File: config.mk
export PLATFORM = sky130hd
export DESIGN_NAME = fifo_rd_pack
export DESIGN_NICKNAME = d
export VERILOG_FILES = /design/src/rtl/fifo_rd_pack.sv
export SDC_FILE = /design/constraint.sdc
export NUM_CORES = 1
export LEC_CHECK = 0
export BUFFER_PORTS_ARGS = -buffer_cell sky130_fd_sc_hd__buf_2
export CAP_MARGIN = 40
export CORE_UTILIZATION = 40
export CTS_BUF_LIST = sky130_fd_sc_hd__clkbuf_8
export CTS_CLUSTER_DIAMETER = 100
export DETAILED_ROUTE_END_ITERATION = 10
export PLACE_DENSITY = 0.66
export SLEW_MARGIN = 20
export SYNTH_ARGS = -nofsm -noshare
export SYNTH_HDL_FRONTEND = slang
export SYNTH_SLANG_ARGS = --single-unit
File: constraint.sdc
create_clock -name rclk -period 5.3 [get_ports rclk]
set_clock_uncertainty 0.1 [all_clocks]
set_input_delay 1.06 -clock rclk [delete_from_list [all_inputs] [get_ports rclk]]
set_output_delay 1.06 -clock rclk [all_outputs]
set_load 0.005 [all_outputs]
File: src/rtl/fifo_rd_pack.sv
// Pops DSIZE-bit words from a first-word-fall-through FIFO and packs PACK of them
// into one wide word. Output side is a two-entry head/skid buffer with keep mask.
module fifo_rd_pack #(
  parameter int DSIZE = 8,
  parameter int PACK  = 4
) (
  input  logic                  rclk,
  input  logic                  rrst_n,
  input  logic                  rempty,
  input  logic [DSIZE-1:0]      rdata,
  output logic                  rinc,
  input  logic                  flush,
  output logic                  out_valid,
  input  logic                  out_ready,
  output logic [DSIZE*PACK-1:0] out_data,
  output logic [PACK-1:0]       out_keep,
  output logic                  partial
);

  localparam int CW = $clog2(PACK);
  localparam int WW = DSIZE * PACK;
  localparam logic [CW-1:0] LAST = CW'(PACK - 1);

  logic [CW-1:0]   cnt;
  logic [WW-1:0]   asm_q;
  logic [WW-1:0]   word;
  logic [PACK-1:0] keep;
  logic [1:0]      occ;
  logic [WW-1:0]   skid_data;
  logic [PACK-1:0] skid_keep;
  logic            drain, space, pop, push;

  assign drain = out_valid && out_ready;
  assign space = (occ != 2'd2) || drain;
  // gated by reset so a non-empty FIFO is never popped while held in reset
  assign pop   = rrst_n && !rempty && (((cnt != LAST) && !flush) || space);
  assign push  = (pop && (cnt == LAST)) || (flush && space && ((cnt != '0) || pop));
  assign rinc  = pop;

  assign out_valid = (occ != 2'd0);
  assign partial   = (cnt != '0);

  // word to push this cycle: assembled lanes plus any byte popped right now
  always_comb begin
    int fill;
    word = asm_q;
    if (pop) word[int'(cnt)*DSIZE +: DSIZE] = rdata;
    fill = int'(cnt) + (pop ? 1 : 0);
    keep = '0;
    for (int k = 0; k < PACK; k++) keep[k] = (k < fill);
  end

  always_ff @(posedge rclk or negedge rrst_n) begin
    if (!rrst_n) begin
      cnt   <= '0;
      asm_q <= '0;
    end else if (push) begin
      cnt   <= '0;
      asm_q <= '0;
    end else if (pop) begin
      cnt   <= cnt + CW'(1);
      asm_q <= word;
    end
  end

  always_ff @(posedge rclk or negedge rrst_n) begin
    if (!rrst_n) begin
      occ       <= 2'd0;
      out_data  <= '0;
      out_keep  <= '0;
      skid_data <= '0;
      skid_keep <= '0;
    end else begin
      case ({push, drain})
        2'b10: begin
          if (occ == 2'd0) begin
            out_data <= word;
            out_keep <= keep;
          end else begin
            skid_data <= word;
            skid_keep <= keep;
          end
          occ <= occ + 2'd1;
        end
        2'b01: begin
          out_data  <= skid_data;
          out_keep  <= skid_keep;
          skid_data <= '0;
          skid_keep <= '0;
          occ       <= occ - 2'd1;
        end
        2'b11: begin
          if (occ == 2'd2) begin
            out_data  <= skid_data;
            out_keep  <= skid_keep;
            skid_data <= word;
            skid_keep <= keep;
          end else begin
            out_data <= word;
            out_keep <= keep;
          end
        end
        default: ;
      endcase
    end
  end

endmodule

==> flow_summary.json, run 1 <==
{
  "status": "completed",
  "post-route-util": 0.467,
  "finalHoldViolCount": 0,
  "grt_usage": 0.191,
  "ys.flop_type": "dfrtp_1",
  "clockPowerShare": 0.201,
  "routed_wirelength_um": 11700,
  "fin_setup_tns_ps": 0,
  "portBuffers": 51,
  "synth_mux_area_frac": 0.0778,
  "drt_iter0_markers": 198,
  "core_um2": 12700,
  "leakage_nw": 2.59,
  "synthAdderAreaFrac": 0.0308,
  "syn_avg_cell_area_um2": 10.4,
  "pwr_density_cell_nw_per_um2": 424,
  "timing.rr.start": "cnt[0]",
  "cp_max_fo": 41,
  "drc": 0,
  "holdBufCountCts": 0,
  "synth_largest_area_cell": "dfrtp_1",
  "fin_crit_sh": 0.714,
  "fill_cells": 1236,
  "synth-edff-count": 0,
  "r2r_cells": 11,
  "finalCriticalPeriod_ps": 3780,
  "clock_sinks": 108,
  "hold_depth": 2,
  "path_class": "primary input to register",
  "yosys.area_share.xor_xnor": 0.00498,
  "num_antenna_cells": 0,
  "start_util": 0.414,
  "postCtsSetupRepairBufs": 0,
  "slowest_delay_ps": 560,
  "synth_simple_gate_area_share": 0.136,
  "insertion_delay_ps": 370,
  "synth_compound_area_frac": 0.202,
  "vias_per_cell": 5.19,
  "slew_headroom": 0.479,
  "min_from": "skid_keep[3]",
  "power_switching_w": 0.000918,
  "clock.fmax_ghz": 0.264,
  "grt_max_degree": 73,
  "drive_gt1_frac": 0.223,
  "grt.overflow.total": 0,
  "finalSetupViolCount": 0,
  "ys_ff_latch": 108,
  "drt-wirelength-per-cell_um": 16.2,
  "firstDrtPassIters": 5,
  "crit_path_top_delay_cell": "or2_2",
  "total_power_w": 0.00252,
  "combinationalPowerShare": 0.359,
  "nNetsFinal": 574,
  "grt_pass1_wl_um": 19900,
  "crit_required_ps": 5430,
  "synth_top_family_by_area": "compound AO/OA/AOI/OAI gates",
  "reg2reg_slack_ps": 1790,
  "grt_antenna_before_repair": 0,
  "yosysMostFrequentCell": "dfrtp_1",
  "htree_levels": 3,
  "dp_hpwl_um": 7950,
  "netlist_area_um2": 5270,
  "intPower_w": 0.00160,
  "swShare": 0.364,
  "async_reset_ff_frac": 1.00,
  "cts_tree": "done",
  "drtAntennaViolNets": 0,
  "reg2reg_to": "skid_data[30]",
  "cts_resized": 0,
  "yosys_warnings": 0,
  "root_buffer": "clkbuf_8",
  "clk_pin_slew_worst_paths_ps": 90,
  "worst_pin_slew_ps": 777,
  "synthTopCellsByArea": "dfrtp_1 (51%), mux2i_2 (6.3%), o21ai_0 (6.2%)",
  "gp_congestion": 0.780,
  "ioPinCount": 52,
  "die_w_um": 117,
  "crit_family": "simple AND/OR/NAND/NOR gates",
  "synth_cell_types": 34,
  "fp-row-count": 41,
  "drv_cap": 0,
  "rsz0062_at_grt": "no",
  "synth_nets": 535,
  "die_area_um2": 13600,
  "syn_inst": 509,
  "startpoint_type": "primary input",
  "share_seq_of_total_power": 0.439,
  "slew_violations": 0,
  "grt_pass1_vias": 3894,
  "cts_made_buffers": 9,
  "endpoint_kind": "register",
  "yosys-top-cells-count": "dfrtp_1 (108), nand2_1 (70), o21ai_0 (65)",
  "ys_seq_area_frac": 0.513,
  "yosysTopAreaCellShare": 0.513,
  "hp-class": "register to register",
  "cp_common_cell": "buf_4",
  "min_to": "skid_keep[3]",
  "die_h_um": 117,
  "area_growth_pct": 12.7,
  "path_buf_inv": 3,
  "dr_total_vias": 3755,
  "clockBufferDepth": 2,
  "crit_arrival_ps": 3910,
  "worstPathCellList": "buf_4 -> nor2b_1 -> o221ai_1 -> inv_1 -> ha_1 -> a21oi_1 -> o21bai_2 -> buf_4 -> or2_2 -> o21ai_0",
  "vdd_drop_max_uv": 178
}
## state kept, by name, indices dropped and copies added (netlist names)
signal     count
occ            2
out_data      32
skid_keep      4
cnt            2
skid_data     32
out_keep       4
asm_q         32
## cells in the final DEF (no fill, tap or decap), drive strengths merged, types with 5 or more instances in the layout
master,netlist,routed
nor2,41,41
mux2i,32,32
ha,13,13
a2bb2oi,34,34
and2,32,32
nand2,70,70
inv,8,9
nor2b,5,5
o21ai,67,67
a21oi,43,43
clkbuf,21,10
buf,11,60
dfrtp,108,108
## cell families (layout without fill, tap and decap cells)
group	count (synthesis)	after routing
simple gates	158	158
compound gates	155	155
flops	108	108
buf+inv	40	83
mux	32	32
fa+ha+maj	13	13
xor+xnor	3	3
## stage by stage
stage	worst slack, ps	instances	hold WS [ps]	instance area (um2)
2_1_floorplan	1990	509	344	5270
3_3_place_gp	1280	704	360	5650
3_5_place_dp	1100	709	371	5750
4_1_cts	1520	724	395	5940
5_1_grt	1240	724	407	5940
6_report	1520	724	390	5940
## power by group through the flow
stage	registers [W]	clock network (W)	logic (W)
after floorplan	0.00112	0	0.000576
after global placement	0.00112	0	0.000864
after detailed placement	0.00113	0	0.000915
after CTS	0.00111	0.000522	0.000918
after global routing	0.00114	0.000551	0.00102
final	0.00111	0.000506	0.000905
## worst register-to-register path, stage by stage (launching register included)
cell and delay [ps]:
dfrtp_1 560, inv_1 150, ha_1 240, nor2b_1 250
o221ai_1 290, inv_1 160, ha_1 260, a21oi_1 90
o21bai_2 120, buf_4 410, or2_2 560, o21ai_0 180
## final cells by class
class                           count  area [um2]  share of cell area
Clock buffer                       10         138              0.0232
Clock inverter                      5        53.8             0.00906
Inverter                            8        30.0             0.00505
Multi-Input combinational cell    361        2420               0.407
Sequential cell                   108        2700               0.455
Tap cell                          172         215              0.0362
Timing Repair Buffer               60         383              0.0644
## worst max-delay path by stage
stage / startpoint / end / slack, ps / cells past startpoint
6_report: rrst_n / skid_data[30] / 1520 / 10
3_3_place_gp: rrst_n / out_data[22] / 1280 / 9
2_1_floorplan: out_ready / out_data[3] / 1990 / 10
3_5_place_dp: rrst_n / skid_data[30] / 1100 / 10
4_1_cts: rrst_n / skid_data[30] / 1520 / 10
5_1_grt: rrst_n / skid_data[15] / 1240 / 10
## per-layer routing
layer | global-route usage | vias to the layer above | part of all wire
met3 | 0.0345 | 16 | 0.034
met2 | 0.315 | 68 | 0.48
met1 | 0.255 | 1837 | 0.47
li1 | - | 1834 | -
met4 | 0.0624 | 0 | 0.017
met5 | 0 | - | 0
(Power assumes the default switching activity.)
==> run 2: changes to the inputs <==
- PLACE_DENSITY: 0.66 -> 0.68
- clock period: 5.3 -> 3.1 ns (I/O delays scaled with it)
==> run 2 against run 1 <==
Net effect:
- register-to-register slack got worse by 1500 ps
- non-clock buffer count increased by 10
- cell area increased by 1.3%
- sequential share of layout area decreased by 0.58 points
- sequential power increased by 68%
==> flow_summary.json, run 2 (same netlist as run 1, synthesis figures left out) <==
{
  "timing.rr.start": "cnt[1]",
  "multi_input_area_um2": 2410,
  "die_area_um2": 13600,
  "die_h_um": 117,
  "crit_required_ps": 3260,
  "nNetsFinal": 584,
  "vdd_drop_max_uv": 333,
  "postCtsSetupRepairBufs": 0,
  "num_antenna_cells": 0,
  "die_w_um": 117,
  "htree_levels": 3,
  "slowest_delay_ps": 460,
  "crit_family": "compound AO/OA/AOI/OAI gates",
  "placed_cell_area_um2": 5820,
  "clock.fmax_ghz": 0.361,
  "grt_usage": 0.186,
  "path_class": "register to register",
  "cp_max_fo": 40,
  "hp-class": "primary input to asynchronous set/reset pin",
  "grt_pass1_vias": 3878,
  "swShare": 0.369,
  "leakage_nw": 2.64,
  "fin_crit_sh": 0.895,
  "vias_per_cell": 5.18,
  "drt_iter0_markers": 164,
  "drtAntennaViolNets": 0,
  "grt_max_degree": 73,
  "grt_pass1_wl_um": 19400,
  "ioPinCount": 52,
  "r2r_cells": 11,
  "clockBufferDepth": 2,
  "timing.hold.ws_ps": 237,
  "final_area_um2": 6020,
  "drt-wirelength-per-cell_um": 15.9,
  "grt_antenna_before_repair": 0,
  "largest_registers": "asm_q: 32 flops, out_data: 32 flops, skid_data: 32 flops",
  "pwr_density_cell_nw_per_um2": 728,
  "cts_made_buffers": 9,
  "grt.overflow.total": 0,
  "root_buffer": "clkbuf_8",
  "worst_pin_slew_ps": 582,
  "core_um2": 12700,
  "rsz0062_at_grt": "no",
  "reg2reg_to": "skid_keep[2]",
  "holdBufCountCts": 0,
  "crit_path_top_delay_cell": "dfrtp_1",
  "cts_resized": 0,
  "final_common_cell": "dfrtp_1",
  "start_util": 0.414,
  "endpoint_kind": "register",
  "dp_hpwl_um": 7660,
  "cts_tree": "done",
  "drive_gt1_frac": 0.238,
  "combinationalPowerShare": 0.372,
  "finalCriticalPeriod_ps": 2770,
  "gp_congestion": 0.726,
  "status": "completed",
  "finalSetupViolCount": 0,
  "routed_wirelength_um": 11700,
  "fin_setup_tns_ps": 0,
  "fp-row-count": 41,
  "path_buf_inv": 4,
  "fill_cells": 1245,
  "insertion_delay_ps": 380,
  "layout_common_cells": "dfrtp_1 (108), nand2_1 (70), o21ai_0 (65)",
  "area_growth_pct": 14.1,
  "final-seq-area_um2": 2700,
  "finalHoldViolCount": 0,
  "clock_sinks": 108,
  "drv_cap": 0,
  "clk_pin_slew_worst_paths_ps": 100,
  "drc": 0,
  "firstDrtPassIters": 4,
  "crit_arrival_ps": 2930,
  "share_seq_of_total_power": 0.425,
  "portBuffers": 51,
  "power_switching_w": 0.00162,
  "dp_cells": 719,
  "intPower_w": 0.00276,
  "clockPowerShare": 0.202,
  "startpoint_type": "register",
  "reg2reg_slack_ps": 330,
  "slew_violations": 0,
  "final_cells": 735,
  "worstPathCellList": "inv_1 -> ha_1 -> nor2b_1 -> o221ai_1 -> inv_1 -> ha_1 -> buf_4 -> a21oi_1 -> o21bai_2 -> buf_4 -> o41ai_1",
  "total_power_w": 0.00438,
  "slew_headroom": 0.610,
  "dr_total_vias": 3807
}
## run 2: cell types whose count changed in the layout (fill, tap and decap cells not counted), sizes merged
cell	delta
clkinvlp	-2
clkbuf	-1
clkinv	+1
inv	+3
buf	+10
## run 2: cell type report
type | instances | area share
inverters | 8 | 0.00499
well taps | 172 | 0.0358
multi-input cells | 361 | 0.401
clock buffers | 9 | 0.0206
repair buffers | 70 | 0.0761
flip-flops and latches | 108 | 0.449
clock inverters | 7 | 0.0123
## run 2: worst max-delay path by stage
stage              start  slack, ps             to  depth (start not counted)
3_3_place_gp   out_ready         90   out_data[13]                          8
3_5_place_dp   out_ready         10  skid_data[25]                         10
6_report          cnt[1]        330   skid_keep[2]                         11
4_1_cts           cnt[1]        150  skid_data[25]                         11
5_1_grt           cnt[1]        100   out_data[26]                         11
2_1_floorplan  out_ready        230    out_data[3]                         10
## run 2: power by group through the flow
stage	sequential, W	combinational, W	clock, W
3_5_place_dp	0.00190	0.00164	0
5_1_grt	0.00191	0.00181	0.000949
3_3_place_gp	0.00189	0.00159	0
4_1_cts	0.00187	0.00165	0.000899
2_1_floorplan	0.00191	0.000985	0
6_report	0.00186	0.00163	0.000887
## run 2: per-layer routing
metal	share of wire	global-route usage
met2	0.48	0.308
met4	0.023	0.0785
met5	0	0
met3	0.032	0.0283
met1	0.47	0.244
## run 2: through the flow
step	utilization	setup WS, ps
2_1_floorplan	-	226
3_3_place_gp	0.453	85.2
3_5_place_dp	0.457	14.0
4_1_cts	0.473	154
5_1_grt	0.473	104
6_report	0.473	326
